## src/rtl/ysyx_22040750_axi_pkg.sv

```systemverilog
// Shared AXI constants and the read-arbiter FSM encoding for the ysyx_22040750 memory path.
package ysyx_22040750_axi_pkg;

  localparam int AXI_LEN_W  = 8;
  localparam int AXI_SIZE_W = 3;
  localparam logic [AXI_SIZE_W-1:0] AXI_SIZE_8B = 3'b011;

  // One-hot so each state bit can be probed directly by a checker.
  typedef enum logic [4:0] {
    ST_IDLE  = 5'b00001,
    ST_M0_AR = 5'b00010,
    ST_M0_R  = 5'b00100,
    ST_M1_AR = 5'b01000,
    ST_M1_R  = 5'b10000
  } arb_state_e;

endpackage

```

## src/rtl/ysyx_22040750_axi_arbiter.sv

```systemverilog
// Read-channel arbiter between icache (M0) and dcache (M1); M1 write channel passes straight through.
// Define YSYX_22040750_ARB_RR_EN for round-robin grant instead of fixed M1 > M0 priority.
module ysyx_22040750_axi_arbiter
  import ysyx_22040750_axi_pkg::*;
#(
  parameter int ADDR_W = 32,
  parameter int DATA_W = 64
) (
  input  logic                  I_clk,
  input  logic                  I_rst,
  // M0 read
  input  logic [ADDR_W-1:0]     I_m0_araddr,
  input  logic                  I_m0_arvalid,
  input  logic [AXI_LEN_W-1:0]  I_m0_arlen,
  input  logic [AXI_SIZE_W-1:0] I_m0_arsize,
  output logic                  O_m0_arready,
  output logic [DATA_W-1:0]     O_m0_rdata,
  output logic                  O_m0_rvalid,
  output logic                  O_m0_rlast,
  input  logic                  I_m0_rready,
  // M1 read
  input  logic [ADDR_W-1:0]     I_m1_araddr,
  input  logic                  I_m1_arvalid,
  input  logic [AXI_LEN_W-1:0]  I_m1_arlen,
  input  logic [AXI_SIZE_W-1:0] I_m1_arsize,
  output logic                  O_m1_arready,
  output logic [DATA_W-1:0]     O_m1_rdata,
  output logic                  O_m1_rvalid,
  output logic                  O_m1_rlast,
  input  logic                  I_m1_rready,
  // M1 write
  input  logic [ADDR_W-1:0]     I_m1_awaddr,
  input  logic [AXI_LEN_W-1:0]  I_m1_awlen,
  input  logic [AXI_SIZE_W-1:0] I_m1_awsize,
  input  logic                  I_m1_awvalid,
  output logic                  O_m1_awready,
  input  logic [DATA_W-1:0]     I_m1_wdata,
  input  logic [DATA_W/8-1:0]   I_m1_wstrb,
  input  logic                  I_m1_wlast,
  input  logic                  I_m1_wvalid,
  output logic                  O_m1_wready,
  output logic                  O_m1_bvalid,
  input  logic                  I_m1_bready,
  // slave read
  output logic [ADDR_W-1:0]     O_s_araddr,
  output logic [AXI_LEN_W-1:0]  O_s_arlen,
  output logic [AXI_SIZE_W-1:0] O_s_arsize,
  output logic                  O_s_arvalid,
  input  logic                  I_s_arready,
  input  logic [DATA_W-1:0]     I_s_rdata,
  input  logic                  I_s_rvalid,
  input  logic                  I_s_rlast,
  output logic                  O_s_rready,
  // slave write
  output logic [ADDR_W-1:0]     O_s_awaddr,
  output logic [AXI_LEN_W-1:0]  O_s_awlen,
  output logic [AXI_SIZE_W-1:0] O_s_awsize,
  output logic                  O_s_awvalid,
  input  logic                  I_s_awready,
  output logic [DATA_W-1:0]     O_s_wdata,
  output logic [DATA_W/8-1:0]   O_s_wstrb,
  output logic                  O_s_wlast,
  output logic                  O_s_wvalid,
  input  logic                  I_s_wready,
  input  logic                  I_s_bvalid,
  output logic                  O_s_bready,
  // debug
  output logic [4:0]            O_dbg_state
);

  // Handshakes: a transfer happens on a rising edge where valid && ready; a source holds
  // valid and its payload stable until that edge, and never drops valid before it.

  arb_state_e state_q, state_d;
  logic       pick_m1;

`ifdef YSYX_22040750_ARB_RR_EN
  logic last_grant_q;  // 0 = M0 was granted last, 1 = M1
  logic ar_hs;

  assign ar_hs   = I_s_arready && (((state_q == ST_M0_AR) && I_m0_arvalid) ||
                                   ((state_q == ST_M1_AR) && I_m1_arvalid));
  assign pick_m1 = I_m1_arvalid && (!I_m0_arvalid || !last_grant_q);

  always_ff @(posedge I_clk) begin
    if (I_rst) begin
      last_grant_q <= 1'b0;
    end else if (ar_hs) begin
      last_grant_q <= (state_q == ST_M1_AR);
    end
  end
`else
  assign pick_m1 = I_m1_arvalid;
`endif

  always_ff @(posedge I_clk) begin
    if (I_rst) begin
      state_q <= ST_IDLE;
    end else begin
      state_q <= state_d;
    end
  end

  always_comb begin
    state_d      = state_q;
    O_s_araddr   = '0;
    O_s_arlen    = '0;
    O_s_arsize   = '0;
    O_s_arvalid  = 1'b0;
    O_s_rready   = 1'b0;
    O_m0_arready = 1'b0;
    O_m0_rdata   = '0;
    O_m0_rvalid  = 1'b0;
    O_m0_rlast   = 1'b0;
    O_m1_arready = 1'b0;
    O_m1_rdata   = '0;
    O_m1_rvalid  = 1'b0;
    O_m1_rlast   = 1'b0;
    case (state_q)
      ST_IDLE: begin
        // Grant is registered: the chosen master's AR reaches the slave next cycle.
        if (I_m0_arvalid || I_m1_arvalid) begin
          state_d = pick_m1 ? ST_M1_AR : ST_M0_AR;
        end
      end
      ST_M0_AR: begin
        O_s_araddr   = I_m0_araddr;
        O_s_arlen    = I_m0_arlen;
        O_s_arsize   = I_m0_arsize;
        O_s_arvalid  = I_m0_arvalid;
        O_m0_arready = I_s_arready;
        if (I_m0_arvalid && I_s_arready) begin
          state_d = ST_M0_R;
        end
      end
      ST_M0_R: begin
        O_m0_rdata  = I_s_rdata;
        O_m0_rvalid = I_s_rvalid;
        O_m0_rlast  = I_s_rlast;
        O_s_rready  = I_m0_rready;
        if (I_s_rvalid && I_m0_rready && I_s_rlast) begin
          state_d = ST_IDLE;
        end
      end
      ST_M1_AR: begin
        O_s_araddr   = I_m1_araddr;
        O_s_arlen    = I_m1_arlen;
        O_s_arsize   = I_m1_arsize;
        O_s_arvalid  = I_m1_arvalid;
        O_m1_arready = I_s_arready;
        if (I_m1_arvalid && I_s_arready) begin
          state_d = ST_M1_R;
        end
      end
      ST_M1_R: begin
        O_m1_rdata  = I_s_rdata;
        O_m1_rvalid = I_s_rvalid;
        O_m1_rlast  = I_s_rlast;
        O_s_rready  = I_m1_rready;
        if (I_s_rvalid && I_m1_rready && I_s_rlast) begin
          state_d = ST_IDLE;
        end
      end
      default: state_d = ST_IDLE;
    endcase
  end

  assign O_dbg_state = state_q;

  // Write channel belongs to M1 alone and runs alongside any read state.
  assign O_s_awaddr   = I_m1_awaddr;
  assign O_s_awlen    = I_m1_awlen;
  assign O_s_awsize   = I_m1_awsize;
  assign O_s_awvalid  = I_m1_awvalid;
  assign O_m1_awready = I_s_awready;
  assign O_s_wdata    = I_m1_wdata;
  assign O_s_wstrb    = I_m1_wstrb;
  assign O_s_wlast    = I_m1_wlast;
  assign O_s_wvalid   = I_m1_wvalid;
  assign O_m1_wready  = I_s_wready;
  assign O_m1_bvalid  = I_s_bvalid;
  assign O_s_bready   = I_m1_bready;

  // A granted master must keep arvalid up until its AR handshake.
  a_m0_ar_hold: assert property (@(posedge I_clk) disable iff (I_rst)
                                 (state_q == ST_M0_AR) |-> I_m0_arvalid);
  a_m1_ar_hold: assert property (@(posedge I_clk) disable iff (I_rst)
                                 (state_q == ST_M1_AR) |-> I_m1_arvalid);

endmodule
```

## config.mk

```make
export PLATFORM = sky130hd
export DESIGN_NAME = ysyx_22040750_axi_arbiter
export DESIGN_NICKNAME = d
export VERILOG_FILES = /design/src/rtl/ysyx_22040750_axi_pkg.sv /design/src/rtl/ysyx_22040750_axi_arbiter.sv
export SDC_FILE = /design/constraint.sdc
export NUM_CORES = 1
export LEC_CHECK = 0
export CORE_AREA = 2 2 230 232
export CTS_BUF_LIST = sky130_fd_sc_hd__clkbuf_2
export DETAILED_ROUTE_END_ITERATION = 16
export DIE_AREA = 0 0 232 234
export PLACE_DENSITY = 0.3
export RECOVER_POWER = 50
export SETUP_SLACK_MARGIN = 0.15
export SYNTH_ARGS = -nofsm -noshare
export SYNTH_HDL_FRONTEND = slang
export SYNTH_SLANG_ARGS = --single-unit
```

## constraint.sdc

```tcl
create_clock -name I_clk -period 5.25 [get_ports I_clk]
set_clock_uncertainty 0.05 [all_clocks]
set_input_delay 1.05 -clock I_clk [delete_from_list [all_inputs] [get_ports I_clk]]
set_output_delay 1.05 -clock I_clk [all_outputs]
set_load 0.05 [all_outputs]
```

==> metrics.yaml, run 1 <==
synthesis:
  ys_ff_latch: 5
  synth_top_area_share: 0.3659
  yosys-top-cells-area: "buf_4, and2_1, a22o_1"
  synth_area_um2: 2626
  synth_cell_type_count: 24
  synth_top_cell_by_area: "buf_4"
  ys_warn_count: 0
  syn-num-nets: 642
  syn_inst: 361
  synthFlopType: "dfxtp_1"
  async_reset_ff_frac: 0
  syn_area_per_cell_um2: 7.275
  synth-edff-count: 0
  synth_seq_area_share: 0.03811
timing:
  fin_crit_sh: 0.7894
  rsz0062_at_grt: "false"
  period_needed_ns: 4.144
  tightestPinTransition_ns: 0.9158
  fin_ws_ns: 1.106
  hold_viol: 0
  fmax_ghz: 0.2413
  setup_tns_ns: 0
  setup_viol: 0
  slew_headroom: 0.3895
  report.final.slew_viol_count: 0
run:
  max-cap-violations: 0
grt:
  track_usage: 0.05174
  antenna_found_initial: 4
  grt_max_degree: 70
  grt_pass1_vias: 3073
  grt.overflow.total: 0
  grt_pass1_wl_mm: 20.69
drt:
  via_count: 3237
  viasPerCell: 2.577
  wl_per_cell_um: 12.68
  drc: 0
  initialDrtViolationCount: 83
  ant_nets: 0
  routed_wl_mm: 15.93
  drt_pre_antenna_iters: 6
finish:
  regArea_um2: 100.1
  drive_above_1_share: 0.02827
  largest_reg_flops: 5
  area_growth_pct: 124.8
  final_common_cell: "clkdlybuf4s50_1"
  n_fill_cell: 6025
  multi_input_area_um2: 1459
  layout_common_cells: "clkdlybuf4s50_1, and2_1, a22o_1, dlygate4sd3_1, nand2_1"
  nNetsFinal: 848
clock_tree:
  cts_tree: "done"
  cts_setup_buffers: 0
  clock-sinks: 5
  clk_path_buf_depth: 2
  cts-hold-fix-buffers: 0
  ctsResizeCount: 0
  cts_buffers: 3
  clock_latency_ns: 0.23
  cts.reportedPaths.clkPinSlew_ns: 0.07
  clockRootBuffer: "clkbuf_2"
  htreeDepth: 1
power:
  power_density_nw_per_um2: 78.02
  ir_drop_mv: 0.03129
  p_leak_nw: 2.036
floorplanning:
  io_pins: 587
  fp.dieH_um: 234
  initial_core_util: 0.05048
  core-area_um2: 52020
  core.rowCount: 84
  fp.dieW_um: 232
  dieArea_um2: 54290
critical_path:
  critPathRequiredTime_ns: 4.15
  crit_family: "buffers and inverters"
  cp_max_fo: 51
  cp.arrival_ns: 3.04
  rrSetupSlack_ns: 2.99
  crit_type: "reg -> out"
  cp-start-kind: "flop"
  endpoint_kind: "primary output"
  crit_path_cell_trace: "or3_4 -> nor3b_4 -> clkbuf_2 -> and2_1 -> dlygate4sd3_1"
  crit_path_top_delay_cell: "dlygate4sd3_1"
  slowest_delay_ns: 0.87
  cp_num_buf_inv: 2
hold_path:
  holdCritPathClass: "reg -> reg"
placement:
  globalplace.congestion: 0.6642
  dpl_worst_slack_ns: 1.335
  port_buffers: 342
  dp_hpwl_mm: 13.46
outcome:
  outcome: "finished clean"
==> logic make-up (layout without fill, tap and decap cells) <==
kind of cell / count (synthesis) / after routing / share of synthesized area
buf+inv: 146 / 351 / 0.4073
flops: 5 / 5 / 0.03811
simple gates: 155 / 155 / 0.3764
compound gates: 55 / 55 / 0.1782
other cells: 0 / 2 / 0
==> cells in the mapped netlist, types with 3 or more instances <==
cell type  count
buf_6          4
nor2_1         4
dfxtp_1        5
a22oi_1        3
clkbuf_2       4
clkbuf_1       5
nand2_1        6
a22o_1        45
buf_4        128
and2_1       134
buf_2          5
==> power by group <==
| part | switching (W) | internal [W] |
|---|---|---|
| Clock | 0.0000170 | 0.0000202 |
| Combinational | 0.000190 | 0.000183 |
| Sequential | 0.00000814 | 0.0000424 |
==> area by class of cell <==
class | count | area share
clock buffers | 4 | 0.003391
well taps | 688 | 0.1458
flip-flops and latches | 5 | 0.01696
multi-input cells | 210 | 0.2471
repair buffers | 347 | 0.5858
diodes | 2 | 0.0008478
==> layer usage <==
layer	up-vias	GRT usage	routed length, µm
li1	1481	-	-
met1	1396	0.05359	5627
met2	294	0.08479	7176
met3	66	0.02748	2264
met4	0	0.02724	856
met5	-	0	0
==> through the flow <==
step           std cells   power, W  hold WS, ns  cell area (µm²)  utilization
2_1_floorplan        361  0.0004721       0.7766             2626            -
3_3_place_gp        1250  0.0004315       0.6127             5886       0.1131
3_5_place_dp        1250  0.0004292       0.6161             5886       0.1131
4_1_cts             1254  0.0004678       0.6315             5906       0.1135
5_1_grt             1254  0.0004826       0.6979             5898       0.1134
6_report            1256  0.0004606       0.6353             5903       0.1135
==> worst register-to-register path: cells and delay by family, from the launching register on <==
kind / cells / cell delay [ns]
AOI/OAI and AO/OA: 2 / 0.55
and+or+nand+nor: 2 / 0.61
buffers and inverters: 1 / 0.55
DFF: 1 / 0.39
==> worst paths after layout <==
path	from	end	depth (start not counted)
worst min-delay path	O_dbg_state[1]$_SDFFE_PP0P_	O_dbg_state[1]$_SDFFE_PP0P_	2
worst max register to register	O_dbg_state[1]$_SDFFE_PP0P_	O_dbg_state[1]$_SDFFE_PP0P_	5
worst max-delay path	O_dbg_state[0]$_SDFFE_PP1P_	O_m0_rdata[26]	5
worst min register to register	O_dbg_state[1]$_SDFFE_PP0P_	O_dbg_state[1]$_SDFFE_PP0P_	2
Note: power is estimated with default switching activity, not from simulation.
==> run 2, diff against run 1 <==
--- a/config.mk
+++ b/config.mk
@@ -5,10 +5,10 @@
 export SDC_FILE = /design/constraint.sdc
 export NUM_CORES = 1
 export LEC_CHECK = 0
-export CORE_AREA = 2 2 230 232
+export CORE_AREA = 2 2 228 230
 export CTS_BUF_LIST = sky130_fd_sc_hd__clkbuf_2
 export DETAILED_ROUTE_END_ITERATION = 16
-export DIE_AREA = 0 0 232 234
+export DIE_AREA = 0 0 230 232
 export PLACE_DENSITY = 0.3
 export RECOVER_POWER = 50
 export SETUP_SLACK_MARGIN = 0.15
==> constraint.sdc (replaced) <==
create_clock -name I_clk -period 3.46 [get_ports I_clk]
set_clock_uncertainty 0.05 [all_clocks]
set_input_delay 0.692 -clock I_clk [delete_from_list [all_inputs] [get_ports I_clk]]
set_output_delay 0.692 -clock I_clk [all_outputs]
set_load 0.05 [all_outputs]
==> run 2 against run 1 <==
Final area rose by 29%; combinational power rose by 75%; first-iteration DRC count rose by 59%; core utilization rose by 3.6 points; power rose by 70%; count of clock-buffer cells in the layout did not move; worst setup slack got worse by 0.68 ns; sequential share of layout area fell by 0.38 points; die area fell by 1.7%; clock power rose by 46%.
==> metrics.yaml, run 2 (synthesized netlist as in run 1, its figures left out) <==
outcome:
  outcome: "finished clean"
timing:
  fin_crit_sh: 0.8770
  hold_viol: 0
  setup_tns_ns: 0
  setup_viol: 0
  holdWs_ns: 0.6106
  rsz0062_at_grt: "false"
  fmax_ghz: 0.3295
  report.final.slew_viol_count: 0
  period_needed_ns: 3.034
  tightestPinTransition_ns: 0.6418
  slew_headroom: 0.5707
drt:
  routed_wl_mm: 17.69
  initialDrtViolationCount: 132
  drc: 0
  ant_nets: 0
  wl_per_cell_um: 14.16
  via_count: 3207
  viasPerCell: 2.568
  drt_pre_antenna_iters: 6
power:
  ir_drop_mv: 0.06154
  power_density_nw_per_um2: 103.2
  p_leak_nw: 2.773
  p_total_w: 0.0007852
run:
  max-cap-violations: 0
finish:
  final_common_cell: "buf_12"
  nNetsFinal: 849
  layout_common_cells: "buf_12, clkdlybuf4s50_1, and2_1, a22o_1, and2_0"
  utilization: 0.1495
  area_growth_pct: 189.7
  n_fill_cell: 5726
  largest_reg_flops: 5
  drive_above_1_share: 0.3474
grt:
  track_usage: 0.06146
  grt.overflow.total: 0
  grt_pass1_wl_mm: 24.21
  grt_max_degree: 50
  grt_pass1_vias: 3435
  antenna_found_initial: 3
floorplanning:
  io_pins: 587
  core.rowCount: 83
  core-area_um2: 50890
  fp.dieW_um: 230
  fp.dieH_um: 232
  dieArea_um2: 53360
  initial_core_util: 0.05161
clock_tree:
  clk_path_buf_depth: 2
  cts_setup_buffers: 0
  htreeDepth: 1
  clock-sinks: 5
  ctsResizeCount: 0
  cts_tree: "done"
  cts_buffers: 3
  cts.reportedPaths.clkPinSlew_ns: 0.06
  clockRootBuffer: "clkbuf_2"
  clock_latency_ns: 0.21
  cts-hold-fix-buffers: 0
critical_path:
  crit_type: "reg -> out"
  cp_max_fo: 47
  crit_path_top_delay_cell: "buf_4"
  crit_path_cell_trace: "nor4_1 -> and2_2 -> buf_4 -> a22o_1 -> buf_12"
  slowest_delay_ns: 0.47
  cp-start-kind: "flop"
  cp.arrival_ns: 2.29
  critPathRequiredTime_ns: 2.72
  endpoint_kind: "primary output"
placement:
  globalplace.congestion: 0.6993
  dp_hpwl_mm: 15.14
  port_buffers: 342
hold_path:
  holdCritPathClass: "reg -> reg"
[run 2: changes by cell type in the layout (fill, tap and decap cells not counted), sizes merged]
cell	change
clkbuf	+1
dlygate4sd3	-23
clkdlybuf4s50	-156
buf	+179
[run 2: through the flow]
stage | std cells | setup WS (ns) | instance area, µm²
after floorplan | 361 | 0.7472 | 2626
after CTS | 1247 | 0.3970 | 7607
after global routing | 1248 | 0.3112 | 7605
after detailed placement | 1243 | 0.6549 | 7587
final | 1249 | 0.4255 | 7607
after global placement | 1243 | 0.6981 | 7587
[run 2: path summary, 6_finish.rpt]
| check | from | endpoint | slack, ns | depth (start not counted) |
|---|---|---|---|---|
| hold reg to reg | O_dbg_state[1]$_SDFFE_PP0P_ | O_dbg_state[1]$_SDFFE_PP0P_ | 0.61 | 2 |
| setup / recovery | O_dbg_state[0]$_SDFFE_PP1P_ | O_s_araddr[1] | 0.43 | 5 |
| hold / removal | O_dbg_state[1]$_SDFFE_PP0P_ | O_dbg_state[1]$_SDFFE_PP0P_ | 0.61 | 2 |
| setup reg to reg | O_dbg_state[0]$_SDFFE_PP1P_ | O_dbg_state[1]$_SDFFE_PP0P_ | 1.28 | 5 |
[run 2: cell type report]
cell class | instances | area, µm² | share of cell area
Timing Repair Buffer | 348 | 5167 | 0.6793
Sequential cell | 5 | 100.1 | 0.01316
Tap cell | 680 | 850.8 | 0.1118
Multi-Input combinational cell | 210 | 1464 | 0.1924
Antenna cell | 2 | 5.005 | 0.0006579
Clock buffer | 4 | 20.02 | 0.002632
[run 2: layer usage]
layer | up-vias | share of wire | track usage
li1 | 1482 | - | -
met1 | 1394 | 0.36 | 0.06658
met2 | 275 | 0.45 | 0.09657
met3 | 56 | 0.14 | 0.03487
met4 | 0 | 0.046 | 0.02944
met5 | - | 0 | 0
[run 2: report_power, final]
| group | switching, W | total [W] | leakage (nW) | internal [W] |
|---|---|---|---|---|
| Clock | 0.0000236 | 0.0000542 | 0.0166 | 0.0000306 |
| Sequential | 0.0000128 | 0.0000772 | 0.0409 | 0.0000644 |
| Combinational | 0.000309 | 0.000654 | 2.72 | 0.000345 |
| Total | 0.000345 | 0.000785 | 2.77 | 0.000440 |
[run 2: critical path: cells and delay by family, from the launching register on]
| kind | cells | cell delay [ns] |
|---|---|---|
| simple gates | 2 | 0.70 |
| buf+inv | 2 | 0.64 |
| flops | 1 | 0.37 |
| compound gates | 1 | 0.35 |
==> run 3, diff against run 2 <==
--- a/config.mk
+++ b/config.mk
@@ -6,7 +6,7 @@
 export NUM_CORES = 1
 export LEC_CHECK = 0
 export CORE_AREA = 2 2 228 230
-export CTS_BUF_LIST = sky130_fd_sc_hd__clkbuf_2
+export CTS_BUF_LIST = sky130_fd_sc_hd__clkbuf_8 sky130_fd_sc_hd__clkbuf_16
 export DETAILED_ROUTE_END_ITERATION = 16
 export DIE_AREA = 0 0 230 232
 export PLACE_DENSITY = 0.3
==> run 3 against run 2 <==
Count of clock-buffer cells in the layout fell by 1; global-route usage barely moved; die area did not move; via count rose by 0.41%; worst setup slack got worse by 0.010 ns; sequential share of layout area barely moved; non-clock buffer count did not move; power rose by 17%; combinational power barely moved; critical path depth did not move; register-to-register slack improved by 0.02 ns; critical path type unchanged.
==> metrics.yaml, run 3 (synthesized netlist as in run 1, its figures left out) <==
outcome:
  outcome: "finished clean"
clock_tree:
  clockRootBuffer: "clkbuf_16"
  htreeDepth: 1
  cts_setup_buffers: 0
  cts_buffers: 3
  clk_path_buf_depth: 2
  cts_tree: "done"
  clock-sinks: 5
  clock_latency_ns: 0.23
  cts-hold-fix-buffers: 0
  cts.reportedPaths.clkPinSlew_ns: 0.03
  ctsResizeCount: 0
power:
  p_leak_nw: 2.798
  power_density_nw_per_um2: 120.2
  ir_drop_mv: 0.1453
timing:
  period_needed_ns: 3.045
  slew_headroom: 0.5681
  setup_viol: 0
  tightestPinTransition_ns: 0.6457
  report.final.slew_viol_count: 0
  setup_tns_ns: 0
  fmax_ghz: 0.3284
  fin_crit_sh: 0.8800
  hold_viol: 0
  rsz0062_at_grt: "false"
finish:
  layout_common_cells: "buf_12, clkdlybuf4s50_1, and2_1, a22o_1, and2_0"
  largest_reg_flops: 5
  final_common_cell: "buf_12"
  nNetsFinal: 849
  area_growth_pct: 191.8
  n_fill_cell: 5722
  layoutNonFillerInstCount: 1248
  drive_above_1_share: 0.3457
floorplanning:
  initial_core_util: 0.05161
  fp.dieW_um: 230
  fp.dieH_um: 232
  io_pins: 587
  core-area_um2: 50890
  dieArea_um2: 53360
  core.rowCount: 83
drt:
  drc: 0
  via_count: 3220
  drt_pre_antenna_iters: 5
  routed_wl_mm: 17.76
  wl_per_cell_um: 14.23
  initialDrtViolationCount: 135
  ant_nets: 0
  viasPerCell: 2.580
run:
  max-cap-violations: 0
hold_path:
  holdCritPathClass: "reg -> reg"
  holdPathStages: 2
placement:
  globalplace.congestion: 0.6993
  dp_hpwl_mm: 15.14
  port_buffers: 342
  place_inst: 1243
critical_path:
  reg2reg_depth: 5
  cp.arrival_ns: 2.30
  crit_type: "reg -> out"
  cp-start-kind: "flop"
  critPathRequiredTime_ns: 2.72
  cp_max_fo: 47
  endpoint_kind: "primary output"
grt:
  grt_pass1_wl_mm: 24.27
  track_usage: 0.06183
  grt_max_degree: 50
  grt.overflow.total: 0
  grt_pass1_vias: 3436
  antenna_found_initial: 2
==> run 3: cell types whose count changed in the layout (fill, tap and decap cells not counted), sizes merged <==
cell	delta
clkbuf	-1
diode	-1
inv	+1
==> run 3: layout make-up <==
| cell class | instances | area (µm²) | share of cell area |
|---|---|---|---|
| flip-flops and latches | 5 | 100.1 | 0.01306 |
| multi-input cells | 210 | 1464 | 0.1910 |
| diodes | 1 | 2.502 | 0.0003265 |
| repair buffers | 348 | 5167 | 0.6743 |
| clock buffers | 3 | 75.07 | 0.009796 |
| well taps | 680 | 850.8 | 0.1110 |
| clock inverters | 1 | 3.754 | 0.0004898 |
==> run 3: metal layers <==
layer	global-route usage	wire, µm
met5	0	0
met4	0.03185	856
met3	0.03487	2519
met2	0.09657	7948
met1	0.06673	6439
==> run 3: path summary, 6_finish.rpt <==
kind                                     from                     endpoint  slack (ns)
setup / recovery  O_dbg_state[1]$_SDFFE_PP0P_                O_s_araddr[1]        0.42
hold / removal    O_dbg_state[1]$_SDFFE_PP0P_  O_dbg_state[1]$_SDFFE_PP0P_        0.61
setup reg to reg  O_dbg_state[1]$_SDFFE_PP0P_  O_dbg_state[1]$_SDFFE_PP0P_        1.30
hold reg to reg   O_dbg_state[1]$_SDFFE_PP0P_  O_dbg_state[1]$_SDFFE_PP0P_        0.61
==> run 3: power breakdown <==
part | switching (W) | total [W] | internal, W
clock network | 0.0000398 | 0.000190 | 0.000150
logic | 0.000309 | 0.000654 | 0.000345
registers | 0.0000129 | 0.0000777 | 0.0000648
==> run 3: critical path, cell delays in order (launching register included) <==
cell and delay (ns):
dfxtp_1 0.38, nor4_1 0.44, and2_2 0.24, buf_4 0.47, a22o_1 0.35, buf_12 0.17
==> run 3: metrics by stage <==
stage | setup slack [ns] | total power, W | util | area, µm² | hold WS [ns]
3_3_place_gp | 0.6981 | 0.0007437 | 0.1491 | 7587 | 0.5934
2_1_floorplan | 0.7472 | 0.0007164 | - | 2626 | 0.7141
3_5_place_dp | 0.6549 | 0.0007425 | 0.1491 | 7587 | 0.6108
5_1_grt | 0.3264 | 0.0009624 | 0.1506 | 7661 | 0.6778
4_1_cts | 0.3986 | 0.0009386 | 0.1507 | 7666 | 0.6208
6_report | 0.4154 | 0.0009214 | 0.1506 | 7664 | 0.6091
